File: config.mk
export PLATFORM = sky130hd
export DESIGN_NAME = fft_frame_ctrl_flat
export DESIGN_NICKNAME = d
export VERILOG_FILES = /design/src/rtl/fft_frame_ctrl_if.sv /design/src/rtl/fft_frame_ctrl.sv /design/src/flat_wrapper.sv
export SDC_FILE = /design/constraint.sdc
export NUM_CORES = 2
export LEC_CHECK = 0
export BUFFER_PORTS_ARGS = -buffer_cell sky130_fd_sc_hd__buf_2
export CORE_MARGIN = 2
export CORE_UTILIZATION = 56
export DETAILED_ROUTE_END_ITERATION = 6
export GPL_ROUTABILITY_DRIVEN = 0
export PLACE_DENSITY_LB_ADDON = 0.1
export RECOVER_POWER = 50
export SETUP_SLACK_MARGIN = 0.4
export SKIP_LAST_GASP = 1
export SLEW_MARGIN = 10
export SYNTH_ARGS = -nofsm -noshare
export SYNTH_HDL_FRONTEND = slang
export SYNTH_SLANG_ARGS = --single-unit
File: constraint.sdc
create_clock -name i_clk -period 7.49 [get_ports i_clk]
set_clock_uncertainty 0.2 [all_clocks]
set_input_delay 1.1235 -clock i_clk [delete_from_list [all_inputs] [get_ports i_clk]]
set_output_delay 1.1235 -clock i_clk [all_outputs]
set_load 0.005 [all_outputs]
File: src/rtl/fft_frame_ctrl_if.sv
// fft_frame_ctrl_if: source stream, FFT core, result sink and status signals around fft_frame_ctrl
interface fft_frame_ctrl_if #(
   parameter int DW = 64
);
   logic          s_vld, s_rdy, s_last;
   logic [DW-1:0] s_d0, s_d1;
   logic          fft_start, fft_done;
   logic [DW-1:0] fft_d0, fft_d1, fft_q0, fft_q1;
   logic          m_vld, m_last;
   logic [DW-1:0] m_q0, m_q1;
   logic          busy, err_clr;
   logic [2:0]    err;
   logic [15:0]   frames;
   modport master (
      output s_vld, s_d0, s_d1, s_last, fft_done, fft_q0, fft_q1, err_clr,
      input  s_rdy, fft_start, fft_d0, fft_d1, m_vld, m_q0, m_q1, m_last, busy, err, frames
   );
   modport slave (
      input  s_vld, s_d0, s_d1, s_last, fft_done, fft_q0, fft_q1, err_clr,
      output s_rdy, fft_start, fft_d0, fft_d1, m_vld, m_q0, m_q1, m_last, busy, err, frames
   );
endinterface

File: src/rtl/fft_frame_ctrl.sv
// fft_frame_ctrl: buffers one frame, kicks and feeds the FFT core, then forwards and checks its result window
module fft_frame_ctrl #(
   parameter int DW  = 64,
   parameter int NPT = 64,
   parameter int TMO = 4096
) (
   input  logic            i_clk,
   input  logic            i_rst,
   fft_frame_ctrl_if.slave io_bus
);
   localparam int BEATS = NPT / 2;
   localparam int AW    = $clog2(BEATS);
   localparam int CW    = $clog2(BEATS + 2);
   localparam int TW    = $clog2(TMO + 1);
   typedef enum logic [2:0] {IDLE, KICK, LOAD, WAIT, DRAIN} state_t;
   state_t          r_state, w_state_nx;
   logic [2*DW-1:0] r_buf [BEATS];
   logic [CW-1:0]   r_wr_cnt, r_out_cnt;
   logic [AW-1:0]   r_rd_cnt;
   logic [TW-1:0]   r_tmo;
   logic [DW-1:0]   r_m_q0, r_m_q1;
   logic            r_m_vld, r_m_last;
   logic [2:0]      r_err, w_err_set;
   logic [15:0]     r_frames;
   logic            w_full, w_xfer, w_full_nx, w_load_end, w_win, w_cap, w_fall, w_good, w_tmo_hit;
   assign w_full     = r_wr_cnt == CW'(BEATS);
   assign w_xfer     = io_bus.s_vld && io_bus.s_rdy;
   assign w_full_nx  = w_full || (w_xfer && r_wr_cnt == CW'(BEATS - 1));
   assign w_load_end = r_state == LOAD && r_rd_cnt == AW'(BEATS - 1);
   assign w_win      = (r_state == WAIT || r_state == DRAIN) && io_bus.fft_done;
   assign w_cap      = w_win && r_out_cnt < CW'(BEATS);
   assign w_fall     = r_state == DRAIN && !io_bus.fft_done;
   assign w_good     = w_fall && r_out_cnt == CW'(BEATS);
   assign w_tmo_hit  = r_state == WAIT && !io_bus.fft_done && r_tmo == TW'(TMO - 1);
   assign w_err_set  = {w_xfer && (io_bus.s_last != (r_wr_cnt == CW'(BEATS - 1))), w_fall && !w_good, w_tmo_hit};
   assign io_bus.s_rdy     = !w_full && (r_state == IDLE || r_state == WAIT || r_state == DRAIN);
   assign io_bus.fft_start = r_state == KICK;
   assign io_bus.fft_d0    = r_state == LOAD ? r_buf[r_rd_cnt][2*DW-1:DW] : '0;
   assign io_bus.fft_d1    = r_state == LOAD ? r_buf[r_rd_cnt][DW-1:0] : '0;
   assign io_bus.m_vld     = r_m_vld;
   assign io_bus.m_last    = r_m_last;
   assign io_bus.m_q0      = r_m_q0;
   assign io_bus.m_q1      = r_m_q1;
   assign io_bus.busy      = r_state != IDLE;
   assign io_bus.err       = r_err;
   assign io_bus.frames    = r_frames;
   // state register
   always_ff @(posedge i_clk) begin
      if (i_rst) r_state <= IDLE;
      else r_state <= w_state_nx;
   end
   // next state: a full buffer (including the beat landing now) launches the next frame
   always_comb begin
      w_state_nx = r_state;
      case (r_state)
         IDLE:    w_state_nx = w_full_nx ? KICK : IDLE;
         KICK:    w_state_nx = LOAD;
         LOAD:    w_state_nx = w_load_end ? WAIT : LOAD;
         WAIT:    w_state_nx = io_bus.fft_done ? DRAIN : (w_tmo_hit ? IDLE : WAIT);
         DRAIN:   w_state_nx = w_fall ? (w_full_nx ? KICK : IDLE) : DRAIN;
         default: w_state_nx = IDLE;
      endcase
   end
   // frame buffer, contents are don't-care after reset
   always_ff @(posedge i_clk) begin
      if (w_xfer) r_buf[r_wr_cnt[AW-1:0]] <= {io_bus.s_d0, io_bus.s_d1};
   end
   // counters, result register, sticky errors and good-frame count
   always_ff @(posedge i_clk) begin
      if (i_rst) begin
         r_wr_cnt  <= '0;
         r_rd_cnt  <= '0;
         r_tmo     <= '0;
         r_out_cnt <= '0;
         r_m_vld   <= 1'b0;
         r_m_last  <= 1'b0;
         r_m_q0    <= '0;
         r_m_q1    <= '0;
         r_err     <= '0;
         r_frames  <= '0;
      end else begin
         r_wr_cnt  <= w_load_end ? '0 : (w_xfer ? r_wr_cnt + CW'(1) : r_wr_cnt);
         r_rd_cnt  <= r_state == LOAD ? r_rd_cnt + AW'(1) : '0;
         r_tmo     <= r_state == WAIT ? r_tmo + TW'(1) : '0;
         r_out_cnt <= r_state == KICK ? '0 : ((w_win && r_out_cnt != CW'(BEATS + 1)) ? r_out_cnt + CW'(1) : r_out_cnt);
         r_m_vld   <= w_cap;
         r_m_last  <= w_cap && r_out_cnt == CW'(BEATS - 1);
         r_m_q0    <= w_cap ? io_bus.fft_q0 : r_m_q0;
         r_m_q1    <= w_cap ? io_bus.fft_q1 : r_m_q1;
         r_err     <= io_bus.err_clr ? '0 : (r_err | w_err_set);
         r_frames  <= w_good ? r_frames + 16'd1 : r_frames;
      end
   end
endmodule

File: src/flat_wrapper.sv
// flat-port wrapper written by rule: the top's interface ports become plain ports
module fft_frame_ctrl_flat 
#(
   parameter int DW  = 64,
   parameter int NPT = 64,
   parameter int TMO = 4096
)
  (i_clk, i_rst, io_bus_s_vld, io_bus_s_d0, io_bus_s_d1, io_bus_s_last, io_bus_fft_done, io_bus_fft_q0, io_bus_fft_q1, io_bus_err_clr, io_bus_s_rdy, io_bus_fft_start, io_bus_fft_d0, io_bus_fft_d1, io_bus_m_vld, io_bus_m_q0, io_bus_m_q1, io_bus_m_last, io_bus_busy, io_bus_err, io_bus_frames);
  fft_frame_ctrl_if #(.DW(DW)) io_bus_i ();
  input  logic i_clk;
  input  logic i_rst;
  input wire logic [$bits(io_bus_i.s_vld)-1:0] io_bus_s_vld;
  input wire logic [$bits(io_bus_i.s_d0)-1:0] io_bus_s_d0;
  input wire logic [$bits(io_bus_i.s_d1)-1:0] io_bus_s_d1;
  input wire logic [$bits(io_bus_i.s_last)-1:0] io_bus_s_last;
  input wire logic [$bits(io_bus_i.fft_done)-1:0] io_bus_fft_done;
  input wire logic [$bits(io_bus_i.fft_q0)-1:0] io_bus_fft_q0;
  input wire logic [$bits(io_bus_i.fft_q1)-1:0] io_bus_fft_q1;
  input wire logic [$bits(io_bus_i.err_clr)-1:0] io_bus_err_clr;
  output wire logic [$bits(io_bus_i.s_rdy)-1:0] io_bus_s_rdy;
  output wire logic [$bits(io_bus_i.fft_start)-1:0] io_bus_fft_start;
  output wire logic [$bits(io_bus_i.fft_d0)-1:0] io_bus_fft_d0;
  output wire logic [$bits(io_bus_i.fft_d1)-1:0] io_bus_fft_d1;
  output wire logic [$bits(io_bus_i.m_vld)-1:0] io_bus_m_vld;
  output wire logic [$bits(io_bus_i.m_q0)-1:0] io_bus_m_q0;
  output wire logic [$bits(io_bus_i.m_q1)-1:0] io_bus_m_q1;
  output wire logic [$bits(io_bus_i.m_last)-1:0] io_bus_m_last;
  output wire logic [$bits(io_bus_i.busy)-1:0] io_bus_busy;
  output wire logic [$bits(io_bus_i.err)-1:0] io_bus_err;
  output wire logic [$bits(io_bus_i.frames)-1:0] io_bus_frames;
  assign io_bus_i.s_vld = io_bus_s_vld;
  assign io_bus_i.s_d0 = io_bus_s_d0;
  assign io_bus_i.s_d1 = io_bus_s_d1;
  assign io_bus_i.s_last = io_bus_s_last;
  assign io_bus_i.fft_done = io_bus_fft_done;
  assign io_bus_i.fft_q0 = io_bus_fft_q0;
  assign io_bus_i.fft_q1 = io_bus_fft_q1;
  assign io_bus_i.err_clr = io_bus_err_clr;
  assign io_bus_s_rdy = io_bus_i.s_rdy;
  assign io_bus_fft_start = io_bus_i.fft_start;
  assign io_bus_fft_d0 = io_bus_i.fft_d0;
  assign io_bus_fft_d1 = io_bus_i.fft_d1;
  assign io_bus_m_vld = io_bus_i.m_vld;
  assign io_bus_m_q0 = io_bus_i.m_q0;
  assign io_bus_m_q1 = io_bus_i.m_q1;
  assign io_bus_m_last = io_bus_i.m_last;
  assign io_bus_busy = io_bus_i.busy;
  assign io_bus_err = io_bus_i.err;
  assign io_bus_frames = io_bus_i.frames;
  fft_frame_ctrl #(.DW(DW), .NPT(NPT), .TMO(TMO)) u_core (.i_clk(i_clk), .i_rst(i_rst), .io_bus(io_bus_i));
endmodule
==> Word-level counts from Yosys, hierarchy flattened <==
Memories as Yosys holds them, arrays and structs flattened. A register that Yosys moved wholly into a read port is not among the register bits.
Index checks and enable logic that the tools add are counted.
{ "classes": {"n_addsub": 5, "eq_ne": 12, "n_mux": 11, "n_lt_le_gt_ge": 1, "reduce_logical": 28, "bitwise_logic": 3} }
{ "ops": {"columns": ["op", "n"], "rows": [
  ["two-way mux 64 bit", 2],
  ["adder 16 x 1 -> 16 bit, second input constant", 1],
  ["one-hot mux 3 bit (5 select lines)", 1],
  ["logical AND 1 bit", 14],
  ["adder 13 x 1 -> 13 bit, second input constant", 1],
  ["== test 13 x 12 -> 1 bit, second input constant", 1],
  ["adder 6 x 1 -> 6 bit, second input constant", 2],
  ["== test 6 x 5 -> 1 bit, second input constant", 2],
  ["== test 6 bit, second input constant", 2],
  ["OR reduction 2 bit", 5],
  ["== test 3 x 2 -> 1 bit, second input constant", 2],
  ["< comparator 6 bit, second input constant", 1],
  ["two-way mux 3 bit", 2],
  ["!= test 6 bit, second input constant", 1],
  ["adder 5 x 1 -> 5 bit, second input constant", 1],
  ["== test 5 bit, second input constant", 1],
  ["two-way mux 5 bit", 1],
  ["logical OR 1 bit", 4],
  ["two-way mux 1 bit", 4],
  ["== test 3 x 1 -> 1 bit, second input constant", 1],
  ["== test 3 bit, second input constant", 1],
  ["logical NOT 1 bit", 3],
  ["logical NOT 3 bit", 1],
  ["OR 3 bit", 1],
  ["other kinds (4)", 5]
]} }
{ "word_totals": {"inputBits": 262, "ram_bits": 4096, "elab_cells": 72, "out_inout_bits": 280, "regBits": 182, "n_memories": 1} }
{ "memory_table": {"columns": ["memory", "depth", "word_bits", "read_ports", "rd_clocked_by_memory_dff", "write_ports", "line", "rtl"], "rows": [
  ["u_core.r_buf", 32, 128, 1, 1, 1, "fft_frame_ctrl.sv:17", "logic [2*DW-1:0] r_buf [BEATS];"]
]} }

==> Longest topological paths before layout <==
{ "depth": {"word_depth": 10, "ltp_mapped": 9} }

==> Worst setup path after synthesis <==
No wires, ideal clock.
{ "synth_path": {"kind": "input port to flip-flop", "startpoint": "in io_bus_s_vld", "endpoint": "mem u_core.r_buf[31][0] in the netlist's numbering (enable)", "cell_stages": 3, "setup_time_ns": 0.617, "setup_slack_ns": -0.219, "n_path_buf": 0, "t_arrival_ns": 6.892, "cell_sequence": "o221a_2 > nand2_1 > nor2_1"} }
{ "synth_via": {"elab_chain_len": 3} }
{ "synth_lines": {"columns": ["element", "line", "rtl"], "rows": [
  ["start: declaration", "flat_wrapper.sv:12", "input wire logic [$bits(io_bus_i.s_vld)-1:0] io_bus_s_vld;"],
  ["logical AND 1 bit", "fft_frame_ctrl.sv:27", "assign w_xfer = io_bus.s_vld && io_bus.s_rdy;"],
  ["two-way mux 1 bit", "fft_frame_ctrl.sv:66", "if (w_xfer) r_buf[r_wr_cnt[AW-1:0]] <= {io_bus.s_d0, io_bus.s_d1};"],
  ["two-way mux 1 bit (not written as such)", "fft_frame_ctrl.sv:66", null],
  ["end: declaration", "fft_frame_ctrl.sv:17", null]
]} }
No other way between the ends.

==> results.tsv <==
metric	value	unit
Hold Buf Count CTS	0	
number of global-route vias before repair	83849	
fin util	0.635	
peak supply drop	0.210	mV
Ports	542	
CP delay by family, top	buffers and inverters	
via/cell ratio	6.58	
ys async rst share	0	
setup ws final	1.38	ns
Fin. Hold Viols	0	
PD cells	259	mW/mm²
Syn Inst Count	8001	
post-cts sizing count	0	
Post-Syn Nets	8274	
synth top area cells	edfxtp_1, mux4_2, mux2i_1, dfxtp_1, nand3_1	
Die X	544	µm
CP required	8.12	ns
grt ovf	0	
setup violators final	0	
first-pass GRT wire length	621000	µm
Syn Area/Cell	20.4	µm²
Final min period	6.11	ns
largest net degree at the start of global routing	130	
WS Path Type	primary input to flop	
FMAX	0.164	GHz
antenna violations before repair	58	
Synth cell types	51	
H-tree depth	5	
Net Sw Frac	0.200	
# nets final	8914	
Initial Util	0.562	
slowest stage cell, crit path	clkbuf_1	
post-route ant nets	0	
leakage power	0.0574	µW
Filler Cell Count	19894	
Min-Delay Path Class	primary input to flop	
pre-CTS worst setup slack	2.61	ns
vias post-DR	85001	
P_sw	9530	µW
Clock Root Buffer	clkbuf_16	
drt pass-1 iters	5	
Int Pwr	38200	µW
sequential share of the synthesized area	0.777	
post-route DRC violation count	0	
HPWL after detailed placement	212000	µm
drt wl/cell	34.2	µm
status	complete, but fails checks	
PortBufs	541	
Critical Path End Type	flop	
Design Power	47700	µW
setup TNS	0	ns
placed cell count	12114	
Slew Viols, Final	158	
most crowded layer after global routing	met2	
non-filler instance count after layout	12910	
worst-margin pin slew	3.46	ns
RSZ-0062 raised after global routing	no	
clk slew on worst S/H paths	0.06	ns
CTS buffer count	425	
Max clock buf depth	4	
TritonCTS clock tree	yes	
CP Launch Type	primary input	
met1 usage	0.422	
area grow syn2layout	13.1	%
Global Route met2 Usage	0.477	
ys flop type	edfxtp_1	
Post-CTS Setup Bufs	0	
crit-path cells	clkbuf_1 > clkbuf_1 > nor2_1 > and4b_1	
count of flip-flops with a built-in enable after synthesis	4096	
share of cells above drive strength 1	0.225	
clock share of power	0.432	
flops & latches, synth	4278	
worst-skew pair later-pin latency	0.95	ns
Syn Std Cell Area	0.163	mm²
sequential share of power	0.553	
Max Cap Violations	2	
CP arrival	6.74	ns
CP dominant cell by count	clkbuf_1	
Buffers & Inverters on Critical Path	2	
critical path fanouts, max	85	
crit-path max cell delay	2.57	ns
max_slew headroom	-1.31	
DRT iter0 DRCs	11567	
total number of clock tree sinks	4278	
Synth warnings	0	
row cnt	198	
failing checks	capacitance limit, slew limit	
Synth top area share	0.754	
Tcrit/Tclk final	0.816	
GR Util met3	0.0478	
Post-Route WL	441000	µm
die area	0.295	mm²
Combinational Power Share	0.015	
die span in y	544	µm
GRT Overall Usage	0.296	
Core Area	0.290	mm²
dominant cell type by area after synthesis	edfxtp_1	
per-layer routing:
layer	routed length, µm	up-vias
li1	-	34445
met1	173000	45297
met2	214000	4503
met3	40200	728
met4	12800	28
met5	169	-
stage by stage:
step / instance area [µm²] / hold WS (ns)
after floorplan: 163000 / 0.213
after global placement: 171000 / 0.224
after detailed placement: 171000 / 0.240
after CTS: 185000 / 0.132
after global routing: 184000 / 0.163
final: 184000 / 0.184
synth_stat cells, drive strengths merged (17+ instances only):
master,number
edfxtp,4096
mux4,768
nand3,527
mux2i,514
clkbuf,290
nand2,274
a22oi,256
buf,209
dfxtp,182
a21oi,147
nand4,136
and3,133
mux2,129
a211o,128
nor2,70
or3,18
inv,17
worst paths after layout:
check	from	end	slack [ns]	cells after the start
setup / recovery	i_rst	u_core.io_bus.m_last	1.38	4
hold / removal	io_bus_err_clr	u_core.io_bus.err[0]	0.18	2
setup reg to reg	u_core.r_state[0]	u_core.r_buf[11][35]	3.14	5
hold reg to reg	u_core.r_tmo[0]	u_core.r_tmo[0]	0.24	1
power by group through the flow:
stage	registers (µW)	clock network [µW]	logic [µW]
final	26400	20600	696
after global placement	26900	0	669
after detailed placement	26900	0	703
after global routing	26400	21800	750
after CTS	26400	20900	704
after floorplan	26900	0	204
area by class of cell:
| cell class | instances | area, µm² | share of cell area |
|---|---|---|---|
| Antenna cell | 19 | 47.5 | 0.000258 |
| Clock buffer | 533 | 11200 | 0.0607 |
| Clock inverter | 244 | 2220 | 0.0120 |
| Inverter | 17 | 63.8 | 0.000346 |
| Multi-Input combinational cell | 3207 | 34600 | 0.188 |
| Sequential cell | 4278 | 127000 | 0.687 |
| Tap cell | 3900 | 4880 | 0.0265 |
| Timing Repair Buffer | 712 | 4710 | 0.0255 |
placed cells by master, fill, tap and decap left out, types with 95 or more instances in the layout:
master / count
dfxtp_1: 179
edfxtp_1: 4096
a21oi_1: 147
clkbuf_1: 317
nand2_1: 274
a22oi_1: 256
mux4_2: 768
and3_1: 132
a211o_1: 128
nand3_1: 527
mux2_2: 129
nand4_1: 136
buf_2: 318
clkinv_1: 95
clkbuf_16: 429
mux2i_1: 514
worst register-to-register path, delay by kind of cell (launching register included):
family | cells | cell delay (ns)
flip-flops | 1 | 0.68
AND/OR/NAND/NOR | 3 | 1.77
buffers and inverters | 1 | 0.90
AO/OA/AOI/OAI | 1 | 0.32
cells by family after synthesis:
logic type	share of synthesized area
adder cells (fa/ha/maj)	0.000844
multiplexers	0.147
buffers and inverters	0.0131
AO/OA/AOI/OAI	0.0246
AND/OR/NAND/NOR	0.0370
flip-flops	0.777
XOR/XNOR	0.00118
registers in the layout (all words and copies together), names as in the netlist, 3 cells and up:
signal,flops
u_core.io_bus.err,3
u_core.io_bus.m_q0,64
u_core.io_bus.m_q1,64
u_core.io_bus.frames,16
u_core.r_rd_cnt,5
u_core.r_state,3
u_core.r_tmo,13
u_core.r_out_cnt,6
u_core.r_buf,4096
u_core.r_wr_cnt,6
Power figures use the tool's default switching activity.
